**config.mk**
```make
export PLATFORM = sky130hd
export DESIGN_NAME = booth_seq_multiplier
export DESIGN_NICKNAME = d
export VERILOG_FILES = /design/src/rtl/booth_seq_multiplier_pkg.sv /design/src/rtl/booth_seq_multiplier_addsub.sv /design/src/rtl/booth_seq_multiplier.sv
export SDC_FILE = /design/constraint.sdc
export NUM_CORES = 1
export LEC_CHECK = 0
export BUFFER_PORTS_ARGS = -buffer_cell sky130_fd_sc_hd__buf_2
export CAP_MARGIN = 20
export CORE_AREA = 2 2 159 161
export DETAILED_ROUTE_END_ITERATION = 6
export DIE_AREA = 0 0 161 163
export HOLD_SLACK_MARGIN = 0.08
export PLACE_DENSITY = 0.83
export SLEW_MARGIN = 20
export SYNTH_ARGS = -nofsm -noshare
export SYNTH_HDL_FRONTEND = slang
export SYNTH_SLANG_ARGS = --single-unit
```
**constraint.sdc**
```tcl
create_clock -name clk -period 13.4 [get_ports clk]
set_input_delay 3.35 -clock clk [delete_from_list [all_inputs] [get_ports clk]]
set_output_delay 3.35 -clock clk [all_outputs]
set_load 0.005 [all_outputs]
```
**src/rtl/booth_seq_multiplier_pkg.sv**
```systemverilog
// Shared definitions for the sequential radix-2 Booth multiplier.
//   - FSM state encoding (IDLE/EXEC/DONE)
//   - default operand width
//   - Booth recoding actions and the decoder for the {lo[0], q_1} bit pair
package booth_seq_multiplier_pkg;

  localparam int DEFAULT_WIDTH = 64;
  localparam int DEFAULT_CNT_W = 7;

  typedef enum logic [1:0] {
    IDLE = 2'b00,
    EXEC = 2'b01,
    DONE = 2'b10
  } state_e;

  typedef enum logic [1:0] {
    BOOTH_NOP = 2'b00,
    BOOTH_ADD = 2'b01,
    BOOTH_SUB = 2'b10
  } booth_e;

  // Radix-2 Booth recoding: 01 ends a run of ones (add), 10 starts one (sub).
  function automatic booth_e booth_decode(input logic lo0, input logic q1);
    case ({lo0, q1})
      2'b01:   return BOOTH_ADD;
      2'b10:   return BOOTH_SUB;
      default: return BOOTH_NOP;
    endcase
  endfunction

endpackage

```
**src/rtl/booth_seq_multiplier_addsub.sv**
```systemverilog
// Combinational WIDTH+1-bit Booth add/sub/pass stage.
// Ports:
//   acc   - current sign-extended high partial product (WIDTH+1 bits)
//   mcand - latched signed multiplicand (WIDTH bits)
//   pair  - {lo[0], q_1} Booth bit pair
//   sum   - acc, acc+sext(mcand) or acc-sext(mcand)
// The extra bit keeps acc - (-2^(WIDTH-1)) from overflowing.
module booth_addsub
  import booth_seq_multiplier_pkg::*;
#(
  parameter int WIDTH = DEFAULT_WIDTH
) (
  input  logic [WIDTH:0]   acc,
  input  logic [WIDTH-1:0] mcand,
  input  logic [1:0]       pair,
  output logic [WIDTH:0]   sum
);

  logic [WIDTH:0] ext;

  assign ext = {mcand[WIDTH-1], mcand};

  always_comb begin
    sum = acc;
    case (booth_decode(pair[1], pair[0]))
      BOOTH_ADD: sum = acc + ext;
      BOOTH_SUB: sum = acc - ext;
      default:   sum = acc;
    endcase
  end

endmodule

```
**src/rtl/booth_seq_multiplier.sv**
```systemverilog
// Sequential radix-2 Booth multiplier, signed WIDTH x WIDTH -> 2*WIDTH.
// One Booth step per clock; WIDTH steps always run (no early exit).
// Ports:
//   clk          - rising-edge clock
//   reset_n      - synchronous active-low reset
//   multiplier   - signed operand, sampled on the start edge only
//   multiplicand - signed operand, sampled on the start edge only
//   op_start     - level request to begin a multiply (taken in IDLE only)
//   op_clear     - synchronous clear of result/status/FSM; beats op_start
//   op_done      - high while result holds the final product
//   result       - {high, low} product; partial value while busy
module booth_seq_multiplier
  import booth_seq_multiplier_pkg::*;
#(
  parameter int WIDTH = DEFAULT_WIDTH,
  parameter int CNT_W = DEFAULT_CNT_W
) (
  input  logic               clk,
  input  logic               reset_n,
  input  logic [WIDTH-1:0]   multiplier,
  input  logic [WIDTH-1:0]   multiplicand,
  input  logic               op_start,
  input  logic               op_clear,
  output logic               op_done,
  output logic [2*WIDTH-1:0] result
);

  localparam logic [CNT_W-1:0] LAST_STEP = CNT_W'(WIDTH - 1);

  state_e             state, state_d;
  logic [WIDTH:0]     acc;
  logic [WIDTH-1:0]   lo;
  logic               q_1;
  logic [WIDTH-1:0]   mcand;
  logic [CNT_W-1:0]   cnt;
  logic [WIDTH:0]     sum;

  logic load, step, clr, fin;

  booth_addsub #(.WIDTH(WIDTH)) u_addsub (
    .acc   (acc),
    .mcand (mcand),
    .pair  ({lo[0], q_1}),
    .sum   (sum)
  );

  // Next-state and datapath control
  always_comb begin
    state_d = state;
    load    = 1'b0;
    step    = 1'b0;
    clr     = 1'b0;
    fin     = 1'b0;
    case (state)
      IDLE: begin
        if (op_clear) begin
          clr = 1'b1;
        end else if (op_start) begin
          load    = 1'b1;
          state_d = EXEC;
        end
      end
      EXEC: begin
        if (op_clear) begin
          clr     = 1'b1;
          state_d = IDLE;
        end else begin
          step = 1'b1;
          if (cnt == LAST_STEP) begin
            fin     = 1'b1;
            state_d = DONE;
          end
        end
      end
      DONE: begin
        // op_start is ignored here: a new multiply needs a clear first.
        if (op_clear) begin
          clr     = 1'b1;
          state_d = IDLE;
        end
      end
      default: state_d = IDLE;
    endcase
  end

  always_ff @(posedge clk) begin
    if (!reset_n) state <= IDLE;
    else          state <= state_d;
  end

  always_ff @(posedge clk) begin
    if (!reset_n) begin
      acc     <= '0;
      lo      <= '0;
      q_1     <= 1'b0;
      mcand   <= '0;
      cnt     <= '0;
      op_done <= 1'b0;
    end else if (clr) begin
      acc     <= '0;
      lo      <= '0;
      q_1     <= 1'b0;
      cnt     <= '0;
      op_done <= 1'b0;
    end else if (load) begin
      mcand   <= multiplicand;
      acc     <= '0;
      lo      <= multiplier;
      q_1     <= 1'b0;
      cnt     <= '0;
      op_done <= 1'b0;
    end else if (step) begin
      // Arithmetic shift right of {sum, lo, q_1}; acc MSB replicates.
      acc <= {sum[WIDTH], sum[WIDTH:1]};
      lo  <= {sum[0], lo[WIDTH-1:1]};
      q_1 <= lo[0];
      cnt <= cnt + 1'b1;
      if (fin) op_done <= 1'b1;
    end
  end

  assign result = {acc[WIDTH-1:0], lo};

endmodule

```
Word-level counts from Yosys, hierarchy flattened:

Index checks and enable logic that the tools add are counted.

* mux-type cells: 20
* reduce and logical (&&, ||, !) cells: 8
* add/sub/neg operators: 3
* eq/ne operators: 11
* bitwise operators: 2

Operators with widths (count)
* $pmux 65 s2: 1
* $mux 64: 2
* $add 64x64->65: 1
* $sub 64x64->65: 1
* $mux 1: 10
* $mux 2: 5
* $add 7x1->7 const B: 1
* $eq 7x6->1 const B: 1
* $eq 2x1->1 const B: 3
* $eq 2x2->1 const B: 3
* $ne 2x2->1 const B: 3
* $pmux 2 s3: 1
* $reduce_or 3->1: 2
* $pmux 2 s2: 1
* $reduce_and 2->1: 2
* $reduce_and 4->1: 1
* $ne 3x3->1 const B: 1
* $logic_not 2->1: 1
* $not 1->1: 2
* $reduce_bool 2->1: 1
* $reduce_or 2->1: 1

* logic and storage cells: 51
* register bits after elaboration: 203

Logic depth before layout (Yosys ltp):

* word-level depth: 6
* gate-level depth with buffers: 19

By module:

From an unflattened synthesis, not the netlist that was laid out.

* cell total of the unflattened synthesis: 1834
* area total of the unflattened synthesis: 13840.8 um^2

Modules (own cells, without submodules)
* booth_seq_multiplier: cells an instance 905, instances 1, area an instance 7921.3 um^2
* booth_addsub: cells an instance 929, instances 1, area an instance 5919.4 um^2

Worst setup path before layout:

Ideal clock, no wire load.

* path type: input -> register
* start point: input op_clear
* end point: register acc[24]
* setup slack: 8.625 ns
* arrival: 4.659 ns
* setup time: 0.116 ns
* cell stages on the path: 7
* cell sequence: nor2_1 and2_1 clkbuf_1 clkbuf_1 clkbuf_1 o211ai_1 o211a_1

* cells in the longest elaborated chain, start to end: 3

Ends and longest elaborated chain
* from (decl): RTL line booth_seq_multiplier.sv:23 `input logic op_clear,`
* $mux 1 (on tied branches): RTL line booth_seq_multiplier.sv:56, booth_seq_multiplier.sv:64, booth_seq_multiplier.sv:77
* $mux 1 (on tied branches)
* $reduce_or 3->1 (no line)
* to (signal assigned): RTL line booth_seq_multiplier.sv:114 `acc <= {sum[WIDTH], sum[WIDTH:1]};`
* to (decl): RTL line booth_seq_multiplier.sv:31 `logic [WIDTH:0] acc;`

Parallel ways exist; a longest one is shown, timed or not.
A chain may end at the register's enable or synchronous reset.

Worst setup path in the final report:

* start point: input op_clear
* end point: register acc[48]

The elaborated chain is that of the path after synthesis.

==> key figures <==
STA
  – Setup TNS: 0 ps
  – Final worst slack: 7600 ps
  – Clock skew: 25.2 ps
  – Pins Over Slew Limit: 0
  – Final Hold Slack: 463 ps
  – Slew of the pin with the lowest slew margin: 980 ps
  – Min cycle time layout: 5800 ps
  – Fin. Hold Viols: 0
  – RSZ-0062 raised after global routing: false
  – Max Freq: 0.172 GHz
  – Tcrit/Tclk final: 0.433
  – Worst slew margin: 0.347
  – Final setup viols: 0

Worst setup path
  – Worst setup startpoint: op_clear
  – Worst setup EP type: flip-flop
  – Critical path arrival: 6210 ps
  – Setup crit start kind: primary input
  – Reg2Reg Launch Point: mcand[6]
  – Critical path's slowest cell: buf_4
  – Worst path cell trace: buf_2 > nor2_1 > and2_4 > buf_4 > nand2_1 > or3_1 > mux2i_1 > nor2_1
  – Worst-path maximum fanout: 99
  – Most frequent CP cell: nor2_1
  – Critical Path RT: 13810 ps
  – Setup CP Type: primary input to flip-flop
  – Crit-path max cell delay: 850 ps

Min path
  – Launch point of the worst hold path: lo[57]
  – Hold Path Class: flip-flop to flip-flop

Finish
  – Area Overhead vs Synth: 17.6%
  – Sequential Area: 4060 um2
  – Commonest cells after routing, fill and taps aside: nand2_1, buf_2, a21oi_1, dfxtp_1, nor2_1
  – FILL cells: 2225
  – Most common cell after layout, fill and taps aside: nand2_1
  – Layout cell share with drive strength beyond 1: 0.178
  – Area of the multi-input gates: 8720 um2
  – Final nets: 2145

Floorplan
  – Die ar.: 26200 um2
  – Core Region: 24700 um2
  – Starting Density: 0.538
  – # rows: 58
  – Die height: 163 um
  – Chip Width: 161 um
  – I/O pins: 261

Power
  – Tot Pwr: 1720 uW
  – Pleak: 0.00633 uW
  – Combinational share of power: 0.194
  – Max VDD drop: 0.000108 V
  – Sw frac: 0.289
  – Sequential share of power: 0.371
  – Cell Pwr Density: 110 nW/um2
  – Int Pwr: 1220 uW
  – Clk pwr share: 0.435
  – Switching Power: 496 uW

Clock tree
  – Inserted Clock Buffers: 24
  – Root Buffer: clkbuf_16
  – H-tree lvl count: 1
  – Number of setup buffers added after CTS: 0
  – # resized after CTS: 0
  – Worst-Skew Late Latency: 540 ps
  – Clock Sink Count: 203
  – CTS tree: done
  – Clk slew on worst S/H paths: 60 ps
  – Clk buf depth: 3
  – Hold-fix buffers, CTS: 0

Yosys
  – Top FF cell, synth: dfxtp_1
  – Yosys Warn Count: 0
  – Post-Syn Nets: 1957
  – Synthesis-stage register bit count: 203
  – Async S/R FF share, synth: 0
  – Library cells used by synthesis: 80
  – Mapped cell area: 13300 um2
  – Syn avg cell area: 7.56 um2
  – Synthesized netlist cell count: 1757
  – Sequential fraction of the synthesis area: 0.306
  – EDFF count, synth: 0

Placement
  – Hpwl dp: 31700 um
  – IO Port Bufs: 260
  – Routability congestion estimate: 1.02
  – Pre-CTS setup slack: 7160 ps

Routing
  – Pre-antenna DRT Iters: 6
  – Routed WL per cell: 18.7 um
  – Post-route DRC violation count: 0
  – Drt initial violations: 1479
  – Vias after detailed routing: 13900
  – WL final: 42900 um
  – Routed Antenna Nets: 0
  – Routed vias/inst: 6.06

Global route
  – Antenna violations before repair: 5
  – Vias in the first global route: 12700
  – GRT overflow: 0
  – Global-route wire length before repair: 67000 um
  – Pin count of the biggest net entering global routing: 100
  – Overall Global Routing Usage: 0.314

Outcome
  – Outcome: complete, no violations

Flow run
  – Max-cap violations: 0
## worst max-delay path: cells and delay by family
| family | cells | cell delay (ps) |
|---|---|---|
| AND/OR/NAND/NOR | 5 | 1640 |
| buffers and inverters | 2 | 970 |
| multiplexers | 1 | 130 |
## cells in the mapped netlist, types with 4 or more instances
library cell	count	area share
nor4_1	10	0.0047
nand2b_1	7	0.0033
inv_1	28	0.0079
xor2_1	34	0.022
o22ai_1	8	0.0038
o21a_1	8	0.0045
ha_1	67	0.063
a211oi_1	10	0.0057
and3_1	13	0.0061
o41ai_1	4	0.0026
nor2b_1	5	0.0024
a22oi_1	66	0.037
nand2_1	304	0.086
o21ai_0	86	0.032
a21o_1	30	0.017
nand3_1	26	0.0098
a21oi_1	208	0.078
o211ai_1	33	0.019
nor2_1	124	0.035
and2_1	6	0.0028
a221oi_1	4	0.0026
mux2i_1	12	0.0090
clkbuf_1	97	0.027
o21bai_1	16	0.0090
nor3_1	29	0.011
or3_1	22	0.010
o21ai_1	6	0.0023
buf_1	11	0.0031
nand4_1	21	0.0099
a21boi_0	66	0.037
nor3b_1	4	0.0023
o31ai_1	9	0.0051
xnor2_1	85	0.056
dfxtp_1	203	0.31
a31oi_1	25	0.012
buf_2	4	0.0015
## final cells by class
type,instances,share of cell area
Clock inverter,11,0.0119
Clock buffer,33,0.0464
Timing Repair Buffer,274,0.0900
Tap cell,330,0.0264
Multi-Input combinational cell,1414,0.558
Antenna cell,2,0.000320
Inverter,28,0.00673
Sequential cell,203,0.260
## layer usage
metal  up-vias  part of all wire  GRT usage
met3        98             0.083     0.0593
met1      6497              0.42      0.404
met4         4             0.034      0.107
li1       6704                 -          -
met2       609              0.47      0.532
met5         -           0.00061          0
## path summary, 6_finish.rpt
path | to | slack [ps] | cells after the start
max | acc[48] | 7600 | 8
min | lo[57] | 460 | 2
max reg2reg | acc[58] | 7830 | 16
min reg2reg | lo[57] | 460 | 2
## through the flow
| stage | utilization | area [um2] | instances |
|---|---|---|---|
| detailed placement | 0.596 | 14700 | 2249 |
| finish | 0.633 | 15600 | 2295 |
| CTS | 0.633 | 15600 | 2293 |
| floorplan | - | 13300 | 1757 |
| global placement | 0.596 | 14700 | 2249 |
| global route | 0.633 | 15600 | 2294 |
## cell families after synthesis
family / synth area share
compound gates: 0.299
flops: 0.306
simple gates: 0.201
buf+inv: 0.0399
fa+ha+maj: 0.0646
xor+xnor: 0.0785
mux: 0.0107
## power groups by stage
stage                     clock network [uW]  registers [uW]  logic [uW]
after detailed placement                   0             649         326
after CTS                                755             636         328
after floorplan                            0             646         237
final                                    747             637         333
after global routing                     782             639         365
after global placement                     0             649         321
## registers in the layout, summed over array words and instances, names as in the netlist
| signal | cells |
|---|---|
| q_1 | 1 |
| mcand | 64 |
| acc | 64 |
| op_done | 1 |
| state | 2 |
| cnt | 7 |
| lo | 64 |
Power figures use the tool's default switching activity.
